<file path="src/rtl/inst_enc_pkg.sv">
// rtl/inst_enc_pkg.sv - shared RV32I opcode constants, format/state enums and encoder helpers
package inst_enc_pkg;

  localparam logic [6:0] OP_LUI    = 7'h37;
  localparam logic [6:0] OP_AUIPC  = 7'h17;
  localparam logic [6:0] OP_JAL    = 7'h6F;
  localparam logic [6:0] OP_JALR   = 7'h67;
  localparam logic [6:0] OP_BRANCH = 7'h63;
  localparam logic [6:0] OP_LOAD   = 7'h03;
  localparam logic [6:0] OP_STORE  = 7'h23;
  localparam logic [6:0] OP_IMM    = 7'h13;
  localparam logic [6:0] OP_OP     = 7'h33;
  localparam logic [6:0] OP_FENCE  = 7'h0F;
  localparam logic [6:0] OP_SYSTEM = 7'h73;

  localparam int FIFO_DEPTH = 2;

  typedef enum logic [2:0] {
    FMT_R,
    FMT_I,
    FMT_S,
    FMT_B,
    FMT_U,
    FMT_J,
    FMT_ILLEGAL
  } fmt_e;

  typedef enum logic [1:0] {
    ST_IDLE,
    ST_RUN,
    ST_DRAIN,
    ST_DONE
  } enc_state_e;

  // Encoding format selected by the major opcode.
  function automatic fmt_e opcode_fmt(input logic [6:0] op);
    fmt_e f;
    case (op)
      OP_LUI, OP_AUIPC:                             f = FMT_U;
      OP_JAL:                                       f = FMT_J;
      OP_JALR, OP_LOAD, OP_IMM, OP_FENCE, OP_SYSTEM: f = FMT_I;
      OP_BRANCH:                                    f = FMT_B;
      OP_STORE:                                     f = FMT_S;
      OP_OP:                                        f = FMT_R;
      default:                                      f = FMT_ILLEGAL;
    endcase
    return f;
  endfunction

  // True when v is representable as a signed value of the given bit width:
  // everything above the sign bit must be a copy of it.
  function automatic logic fits_signed(input logic [31:0] v, input int bits);
    logic [31:0] hi;
    hi = 32'($signed(v) >>> (bits - 1));
    return (hi == 32'h0) || (hi == 32'hFFFF_FFFF);
  endfunction

endpackage

</file>
<file path="src/rtl/inst_pack.sv">
// rtl/inst_pack.sv - combinational field/immediate packer; range check under INST_ENC_RANGE_CHECK_EN
module inst_pack
  import inst_enc_pkg::*;
(
  input  logic [6:0]  i_opcode,
  input  logic [4:0]  i_rd,
  input  logic [4:0]  i_rs1,
  input  logic [4:0]  i_rs2,
  input  logic [2:0]  i_funct3,
  input  logic [6:0]  i_funct7,
  input  logic [31:0] i_imm,
  output fmt_e        o_fmt,
  output logic [31:0] o_inst,
  output logic        o_range_ok
);

  fmt_e w_fmt;

  assign w_fmt = opcode_fmt(i_opcode);
  assign o_fmt = w_fmt;

  // Scatter the fields into the standard RV32I bit positions for the format.
  always_comb begin
    o_inst = 32'h0;
    case (w_fmt)
      FMT_R: o_inst = {i_funct7, i_rs2, i_rs1, i_funct3, i_rd, i_opcode};
      FMT_I: o_inst = {i_imm[11:0], i_rs1, i_funct3, i_rd, i_opcode};
      FMT_S: o_inst = {i_imm[11:5], i_rs2, i_rs1, i_funct3, i_imm[4:0], i_opcode};
      FMT_B: o_inst = {i_imm[12], i_imm[10:5], i_rs2, i_rs1, i_funct3,
                       i_imm[4:1], i_imm[11], i_opcode};
      FMT_U: o_inst = {i_imm[31:12], i_rd, i_opcode};
      FMT_J: o_inst = {i_imm[20], i_imm[10:1], i_imm[11], i_imm[19:12], i_rd, i_opcode};
      default: o_inst = 32'h0;
    endcase
  end

  // Immediate must survive packing without losing information.
  always_comb begin
    o_range_ok = 1'b1;
`ifdef INST_ENC_RANGE_CHECK_EN
    case (w_fmt)
      FMT_I, FMT_S: o_range_ok = fits_signed(i_imm, 12);
      FMT_B:        o_range_ok = fits_signed(i_imm, 13) && !i_imm[0];
      FMT_J:        o_range_ok = fits_signed(i_imm, 21) && !i_imm[0];
      FMT_U:        o_range_ok = (i_imm[11:0] == 12'h0);
      default:      o_range_ok = 1'b1;
    endcase
`endif
  end

endmodule

</file>
<file path="src/rtl/inst_encoder.sv">
// rtl/inst_encoder.sv - streaming RV32I encoder top: FSM, PC counter, 2-entry output FIFO; optional INST_ENC_RANGE_CHECK_EN
module inst_encoder
  import inst_enc_pkg::*;
#(
  parameter int PC_W = 32
) (
  input  logic            clk,
  input  logic            rst,
  input  logic            start,
  input  logic [PC_W-1:0] pc_base,
  input  logic            in_valid,
  output logic            in_ready,
  input  logic            in_last,
  input  logic [6:0]      opcode,
  input  logic [4:0]      rd,
  input  logic [4:0]      rs1,
  input  logic [4:0]      rs2,
  input  logic [2:0]      funct3,
  input  logic [6:0]      funct7,
  input  logic [31:0]     imm,
  output logic            out_valid,
  input  logic            out_ready,
  output logic [31:0]     out_inst,
  output logic [PC_W-1:0] out_pc,
  output logic            done,
  output logic            err_illegal
`ifdef INST_ENC_RANGE_CHECK_EN
  ,
  output logic            err_range
`endif
);

  enc_state_e      r_state;
  enc_state_e      w_state_nxt;

  logic [31:0]     r_fifo_inst [FIFO_DEPTH];
  logic [PC_W-1:0] r_fifo_pc   [FIFO_DEPTH];
  logic            r_wr_ptr;
  logic            r_rd_ptr;
  logic [1:0]      r_count;
  logic [PC_W-1:0] r_pc;

  fmt_e            w_fmt;
  logic [31:0]     w_inst;
  logic            w_range_ok;
  logic            w_fifo_full;
  logic            w_accept;
  logic            w_legal;
  logic            w_wr;
  logic            w_rd;

  inst_pack u_pack (
    .i_opcode   (opcode),
    .i_rd       (rd),
    .i_rs1      (rs1),
    .i_rs2      (rs2),
    .i_funct3   (funct3),
    .i_funct7   (funct7),
    .i_imm      (imm),
    .o_fmt      (w_fmt),
    .o_inst     (w_inst),
    .o_range_ok (w_range_ok)
  );

  assign w_fifo_full = (r_count == 2'd2);
  assign w_accept    = in_valid && in_ready;
  assign w_legal     = (w_fmt != FMT_ILLEGAL) && w_range_ok;
  assign w_wr        = w_accept && w_legal;
  assign w_rd        = out_valid && out_ready;

  assign out_valid = (r_count != 2'd0);
  assign out_inst  = out_valid ? r_fifo_inst[r_rd_ptr] : 32'h0;
  assign out_pc    = out_valid ? r_fifo_pc[r_rd_ptr] : '0;

  // State register.
  always_ff @(posedge clk) begin
    if (rst) begin
      r_state <= ST_IDLE;
    end else begin
      r_state <= w_state_nxt;
    end
  end

  // Next-state decode plus the state-derived handshake and done pulse.
  always_comb begin
    w_state_nxt = r_state;
    in_ready    = 1'b0;
    done        = 1'b0;
    case (r_state)
      ST_IDLE: begin
        if (start) w_state_nxt = ST_RUN;
      end
      ST_RUN: begin
        in_ready = !w_fifo_full;
        if (in_valid && !w_fifo_full && in_last) w_state_nxt = ST_DRAIN;
      end
      ST_DRAIN: begin
        if (r_count == 2'd0) w_state_nxt = ST_DONE;
      end
      ST_DONE: begin
        done        = 1'b1;
        w_state_nxt = ST_IDLE;
      end
      default: w_state_nxt = ST_IDLE;
    endcase
  end

  // Output FIFO: registered entries give the one-cycle latency and keep the
  // head stable while the sink stalls. Reset discards any queued words.
  always_ff @(posedge clk) begin
    if (rst) begin
      r_wr_ptr <= 1'b0;
      r_rd_ptr <= 1'b0;
      r_count  <= 2'd0;
      for (int i = 0; i < FIFO_DEPTH; i++) begin
        r_fifo_inst[i] <= 32'h0;
        r_fifo_pc[i]   <= '0;
      end
    end else begin
      if (w_wr) begin
        r_fifo_inst[r_wr_ptr] <= w_inst;
        r_fifo_pc[r_wr_ptr]   <= r_pc;
        r_wr_ptr              <= ~r_wr_ptr;
      end
      if (w_rd) begin
        r_rd_ptr <= ~r_rd_ptr;
      end
      case ({w_wr, w_rd})
        2'b10:   r_count <= r_count + 2'd1;
        2'b01:   r_count <= r_count - 2'd1;
        default: r_count <= r_count;
      endcase
    end
  end

  // PC counter advances only for words that actually enter the FIFO.
  always_ff @(posedge clk) begin
    if (rst) begin
      r_pc <= '0;
    end else if (r_state == ST_IDLE && start) begin
      r_pc <= pc_base;
    end else if (w_wr) begin
      r_pc <= r_pc + PC_W'(3'd4);
    end
  end

  // Sticky drop flags, cleared when a new program starts.
  always_ff @(posedge clk) begin
    if (rst) begin
      err_illegal <= 1'b0;
    end else if (r_state == ST_IDLE && start) begin
      err_illegal <= 1'b0;
    end else if (w_accept && w_fmt == FMT_ILLEGAL) begin
      err_illegal <= 1'b1;
    end
  end

`ifdef INST_ENC_RANGE_CHECK_EN
  // Range flag only exists when immediates are checked.
  always_ff @(posedge clk) begin
    if (rst) begin
      err_range <= 1'b0;
    end else if (r_state == ST_IDLE && start) begin
      err_range <= 1'b0;
    end else if (w_accept && w_fmt != FMT_ILLEGAL && !w_range_ok) begin
      err_range <= 1'b1;
    end
  end
`endif

endmodule

</file>
<file path="config.mk">
export PLATFORM = sky130hd
export DESIGN_NAME = inst_encoder
export DESIGN_NICKNAME = d
export VERILOG_FILES = /design/src/rtl/inst_enc_pkg.sv /design/src/rtl/inst_pack.sv /design/src/rtl/inst_encoder.sv
export SDC_FILE = /design/constraint.sdc
export NUM_CORES = 1
export LEC_CHECK = 0
export CORE_UTILIZATION = 53
export DETAILED_ROUTE_END_ITERATION = 12
export HOLD_SLACK_MARGIN = 0.03
export PLACE_DENSITY = 0.81
export SLEW_MARGIN = 20
export SYNTH_ARGS = -nofsm -noshare
export SYNTH_HDL_FRONTEND = slang
export SYNTH_HIERARCHICAL = 1
export SYNTH_SLANG_ARGS = --single-unit
</file>
<file path="constraint.sdc">
create_clock -name clk -period 6.7 [get_ports clk]
set_clock_uncertainty 0.05 [all_clocks]
set_input_delay 0.67 -clock clk [delete_from_list [all_inputs] [get_ports clk]]
set_output_delay 0.67 -clock clk [all_outputs]
set_load 0.1 [all_outputs]
</file>
==> flow_metrics.py, run 1 <==
metrics = {
    "routing": {
        "dr.pass1.iters": 5,
        "routedWlPerCell_um": 17.04,
        "vias": 6610,
        "drtIter0Drc": 497,
        "ant_nets": 0,
        "via_per_inst": 5.518,
        "postRouteWirelength_um": 20420,
        "drc": 0,
    },
    "setup_path": {
        "r2r-end": "r_fifo_pc[0][13]",
        "critPathLaunchType": "primary input",
        "critPathMaxStageDelay_ps": 860,
        "crit_path_cell_trace": "clkdlybuf4s50_1 > nor2_2 > o21ai_1 > a21oi_4 > inv_2 > nand3b_1 > nand4_4 > o21bai_4 > buf_4",
        "crit_type": "primary input to flop",
        "cpMaxStageDelayCell": "o21bai_4",
        "r2r-start": "r_state[1]",
        "cp-end-kind": "flop",
        "crit_required_ps": 6750,
        "reg2reg_slack_ps": 3840,
        "critPathMaxFanout": 30,
        "cp.arrival_ps": 4300,
        "rr_worst_depth": 6,
    },
    "yosys": {
        "synth_async_sr_flop_share_pct": 0,
        "synth_fp_nets": 930,
        "synth.top_cell.area_share_pct": 43.60,
        "synth_xor_area_share_pct": 2.086,
        "synth_flop_cell": "edfxtp_1",
        "yosysTopAreaCell": "edfxtp_1",
        "synthSimpleGateAreaFrac_pct": 23.59,
        "ys_seq_elements": 168,
        "synth-compound-area-share_pct": 9.537,
        "synth_top_family_by_area": "simple AND/OR/NAND/NOR gates",
        "synth_fa_ha_area_share_pct": 0.8515,
        "synth.mux.area_fraction_pct": 8.076,
        "synth_warnings": 6,
        "syn_inst": 822,
        "syn_area_um2": 8816,
        "ys_types": 69,
        "ys_seq_area_share_pct": 52.68,
        "synth-edff-count": 128,
        "synth.avg_cell_area_um2": 10.73,
        "synth.area.top_cells": "edfxtp_1 44%, and2_1 9.7%, dfxtp_1 9.1%, mux2i_1 7.9%, nor2_1 4.9%",
    },
    "floorplanning": {
        "die-area_um2": 17150,
        "initial_core_util_pct": 54.90,
        "coreArea_um2": 16060,
        "fp.dieH_um": 131.0,
        "io_pins": 170,
        "rows": 46,
        "die_width_um": 131.0,
    },
    "placement": {
        "dp_cells": 1165,
        "place_ws_ps": 2022,
        "placed_area_um2": 10670,
        "dpl.hpwl_um": 14070,
        "gp_congestion": 0.8602,
        "port_buffers": 169,
    },
    "timing": {
        "min_period_ps": 4246,
        "slew_violations": 0,
        "fmax_ghz": 0.2355,
        "finalHoldViolations": 0,
        "rsz0062_at_grt": "no",
        "slew-limit-headroom_pct": 30.94,
        "min_period_over_period_pct": 63.37,
        "holdWs_ps": 410.6,
        "setup_viol": 0,
        "finalWorstSetupSlack_ps": 2454,
        "timing.setup.tns_ps": 0,
        "worst_pin_slew_ps": 1033,
    },
    "pwr": {
        "peakVddDrop_mv": 0.2937,
        "p_leak_nw": 3.976,
        "p_total_mw": 2.853,
        "p_per_area_nw_per_um2": 254.0,
    },
    "grt": {
        "grt_overflow": 0,
        "grtUsageTotal_pct": 24.69,
        "grt_pass1_wl_um": 31630,
        "grt_max_degree": 65,
        "grt_pass1_vias": 6100,
        "antenna_found_initial": 1,
    },
    "clock_network": {
        "cts_setup_buffers": 0,
        "clock-sinks": 168,
        "clock_latency_ps": 430,
        "clkSlewWorstSetupHoldPaths_ps": 60,
        "tritoncts": "yes",
        "cts-root-buf": "clkbuf_16",
        "numCtsBuffers": 17,
        "htree_levels": 4,
        "ctsResizeCount": 0,
        "clk_path_buf_depth": 2,
        "hold_buffers": 0,
    },
    "job": {
        "maxCapViolations": 0,
    },
    "layout": {
        "nets": 1076,
        "utilization_pct": 69.96,
        "drive_above_1_share_pct": 7.136,
        "fin_area_um2": 11230,
        "area_growth_pct": 27.43,
        "fin_cells": 1198,
    },
    "min_path": {
        "worstHoldPathType": "flop to flop",
        "min-delay-start": "r_pc[0]",
        "holdPathStages": 2,
        "min_to": "r_pc[0]",
    },
    "status": {
        "status": "complete, no violations",
    },
}
-- metal layers --
| metal | GRT usage [%] | vias to the layer above | share of wire (%) |
|---|---|---|---|
| li1 | - | 3229 | - |
| met1 | 32.15 | 3162 | 43 |
| met2 | 41.05 | 197 | 50 |
| met3 | 4.560 | 22 | 5.3 |
| met4 | 9.398 | 0 | 1.8 |
| met5 | 0 | - | 0 |
-- cell type report --
cell class / count / area [um^2]
tap: 216 / 270.3
clock buffer: 21 / 440.4
clock inverter: 11 / 123.9
fill: 1178 / 4823
antenna: 1 / 2.502
multi-input combinational: 588 / 3926
sequential: 168 / 4648
timing repair buffer: 180 / 1774
inverter: 13 / 48.80
-- synthesized netlist by cell type, types with 10 or more instances --
master,number
a21o_1,11
nor2_1,116
nor3_1,10
inv_1,10
xnor2_1,18
buf_1,12
a211oi_1,21
nand2_1,37
mux2i_1,70
a22o_1,18
and2_1,136
edfxtp_1,128
nor4_1,10
nand3_1,20
clkbuf_1,31
dfxtp_1,40
-- sequential cells by signal, summed over array words and instances, names as in the netlist, named ones only --
signal       flops
r_wr_ptr         1
r_pc            32
r_count          2
r_fifo_inst     64
err_illegal      1
r_state          2
r_rd_ptr         1
r_fifo_pc       64
-- cells by family after synthesis --
group / count (synthesis)
other: 1
xor gates and xnor gates: 21
AOI/OAI and AO/OA: 106
and+or+nand+nor: 383
DFF: 168
buffers and inverters: 66
muxes: 71
adders and majority gates: 6
-- cells in the final DEF, fill, tap and decap left out, types with 7 or more instances in the layout --
| master | count |
|---|---|
| and2_1 | 136 |
| nand3_1 | 20 |
| buf_4 | 11 |
| a22o_1 | 18 |
| xnor2_1 | 18 |
| a311oi_1 | 7 |
| a211oi_1 | 21 |
| and4_1 | 8 |
| nand2_1 | 36 |
| nor3_1 | 9 |
| nor4_1 | 10 |
| dfxtp_1 | 39 |
| nor2_1 | 115 |
| edfxtp_1 | 128 |
| mux2i_1 | 70 |
| and3_1 | 7 |
| inv_1 | 10 |
| o21ai_1 | 8 |
| a21oi_1 | 8 |
| clkdlybuf4s50_1 | 169 |
| clkbuf_16 | 17 |
| a21o_1 | 11 |
-- worst max-delay path, delay by kind of cell --
| kind | cells | cell delay, ps |
|---|---|---|
| AND/OR/NAND/NOR | 3 | 1030 |
| AO/OA/AOI/OAI | 3 | 1370 |
| buffers and inverters | 3 | 1210 |
-- report_power, final --
group / internal, mW / switching, mW / total, mW
registers: 1.21 / 0.106 / 1.32
clock network: 0.549 / 0.399 / 0.948
logic: 0.220 / 0.369 / 0.589
-- worst max path at each step --
stage / cells past startpoint / end / slack (ps) / start
6_report: 9 / r_fifo_pc[0][13] / 2450 / opcode[3]
5_1_grt: 9 / r_fifo_pc[0][13] / 2190 / opcode[3]
4_1_cts: 9 / r_fifo_pc[0][16] / 2470 / opcode[3]
2_1_floorplan: 10 / r_fifo_inst[0][0] / 980 / opcode[6]
3_5_place_dp: 9 / r_fifo_pc[0][16] / 2020 / opcode[3]
3_3_place_gp: 9 / r_fifo_pc[0][13] / 2060 / opcode[3]
Note: power is estimated with default switching activity, not from simulation.
==> run 2, diff against run 1 <==
- clock period: 6.7 -> 4.2 ns (I/O delays scaled with it)
==> flow_metrics.py, run 2 (synthesis gave the netlist of run 1 again) <==
metrics = {
    "clock_network": {
        "hold_buffers": 0,
        "htree_levels": 4,
        "clk_path_buf_depth": 2,
        "cts_setup_buffers": 0,
        "numCtsBuffers": 17,
        "clkSlewWorstSetupHoldPaths_ps": 70,
        "clock-sinks": 168,
        "tritoncts": "yes",
        "cts-root-buf": "clkbuf_16",
        "ctsResizeCount": 0,
        "clock_latency_ps": 430,
    },
    "grt": {
        "grt_pass1_wl_um": 32310,
        "grtUsageTotal_pct": 25.05,
        "antenna_found_initial": 2,
        "grt_pass1_vias": 6356,
        "grt_overflow": 0,
        "grt_max_degree": 65,
    },
    "timing": {
        "setup_viol": 0,
        "min_period_ps": 3481,
        "min_period_over_period_pct": 82.88,
        "rsz0062_at_grt": "no",
        "timing.setup.tns_ps": 0,
        "slew_violations": 0,
        "slew-limit-headroom_pct": 33.40,
        "fmax_ghz": 0.2873,
        "worst_pin_slew_ps": 995.8,
        "holdWs_ps": 416.9,
        "finalHoldViolations": 0,
    },
    "min_path": {
        "worstHoldPathType": "flop to flop",
        "min_to": "r_pc[0]",
        "min-delay-start": "r_pc[0]",
        "holdPathStages": 2,
    },
    "setup_path": {
        "cp-end-kind": "output port",
        "critPathLaunchType": "flop",
        "r2r-end": "r_fifo_inst[1][8]",
        "r2r-start": "r_state[1]",
        "critPathMaxStageDelay_ps": 1150,
        "crit_required_ps": 3730,
        "cpMaxStageDelayCell": "clkdlybuf4s50_1",
        "reg2reg_slack_ps": 1890,
        "rr_worst_depth": 8,
        "cp.arrival_ps": 3010,
        "crit_type": "flop to output port",
        "critPathMaxFanout": 38,
        "crit_path_cell_trace": "buf_4 > mux2i_1 > nor2_1 > clkdlybuf4s50_1",
    },
    "routing": {
        "via_per_inst": 5.527,
        "drtIter0Drc": 504,
        "postRouteWirelength_um": 20870,
        "routedWlPerCell_um": 17.31,
        "dr.pass1.iters": 5,
        "ant_nets": 0,
        "vias": 6665,
        "drc": 0,
    },
    "floorplanning": {
        "rows": 46,
        "die-area_um2": 17150,
        "io_pins": 170,
        "die_width_um": 131.0,
        "fp.dieH_um": 131.0,
        "coreArea_um2": 16060,
        "initial_core_util_pct": 54.90,
    },
    "layout": {
        "top_regs": "r_fifo_inst x64, r_fifo_pc x64, r_pc x32",
        "layout_commonest_cell": "clkdlybuf4s50_1",
        "fin_cells": 1206,
        "drive_above_1_share_pct": 9.514,
        "final_cell_mix": "155 x clkdlybuf4s50_1, 136 x and2_1, 128 x edfxtp_1",
        "fin_area_um2": 11300,
        "area_growth_pct": 28.21,
        "nets": 1083,
    },
    "placement": {
        "port_buffers": 169,
        "dp_cells": 1172,
        "placed_area_um2": 10720,
        "dpl.hpwl_um": 14320,
        "gp_congestion": 0.9092,
    },
    "pwr": {
        "p_per_area_nw_per_um2": 404.1,
        "p_leak_nw": 4.066,
        "peakVddDrop_mv": 0.4120,
    },
    "job": {
        "maxCapViolations": 0,
    },
    "status": {
        "status": "complete, no violations",
    },
}
[run 2: cell types whose count changed in the layout (fill, tap and decap cells not counted), sizes merged]
cell,before,now
bufinv,2,0
diode,1,2
clkinvlp,3,1
inv,15,22
clkbuf,21,17
buf,11,32
clkinv,4,5
clkdlybuf4s50,169,155
[run 2: worst max-delay path by stage]
| stage | end | slack (ps) | cells after the start |
|---|---|---|---|
| after detailed placement | r_fifo_inst[1][8] | 460 | 11 |
| after CTS | out_inst[23] | 700 | 4 |
| after global routing | out_inst[27] | 630 | 4 |
| after global placement | r_fifo_inst[1][11] | 550 | 11 |
| after floorplan | r_fifo_inst[0][0] | 90 | 10 |
| final | out_inst[27] | 720 | 4 |
[run 2: critical path: cells and delay by family (launching register included)]
kind                   cells  cell delay, ps
multiplexers               1             110
buffers and inverters      2            1530
flip-flops                 1             800
AND/OR/NAND/NOR            1             120
[run 2: final cells by class]
cell class                 instances  area, um^2
fill                            1195        4755
sequential                       168        4648
multi-input combinational        588        3926
timing repair buffer             187        1827
clock buffer                      17       425.4
tap                              216       270.3
clock inverter                    15       152.6
inverter                          13       48.80
antenna                            2       5.005
[run 2: per-layer routing]
metal	vias to the layer above	global-route usage (%)	routed length (um)
li1	3238	-	-
met1	3220	32.11	9135
met2	181	42.42	10350
met3	26	4.560	965
met4	0	9.331	420
met5	-	0	0
[run 2: where the power goes]
part | total (mW) | internal (mW) | switching (mW) | leakage [nW]
combinational | 0.949 | 0.359 | 0.590 | 2.13
clock | 1.51 | 0.793 | 0.720 | 0.282
sequential | 2.10 | 1.93 | 0.175 | 1.65
total | 4.57 | 3.08 | 1.49 | 4.07
[run 2: stage by stage]
stage / utilization (%) / total power, mW / setup WS (ps)
2_1_floorplan: - / 2.753 / 94.52
3_3_place_gp: 66.76 / 3.058 / 550.3
3_5_place_dp: 66.76 / 3.082 / 461.2
4_1_cts: 70.36 / 4.578 / 698.2
5_1_grt: 70.39 / 4.748 / 625.3
6_report: 70.39 / 4.568 / 719.1
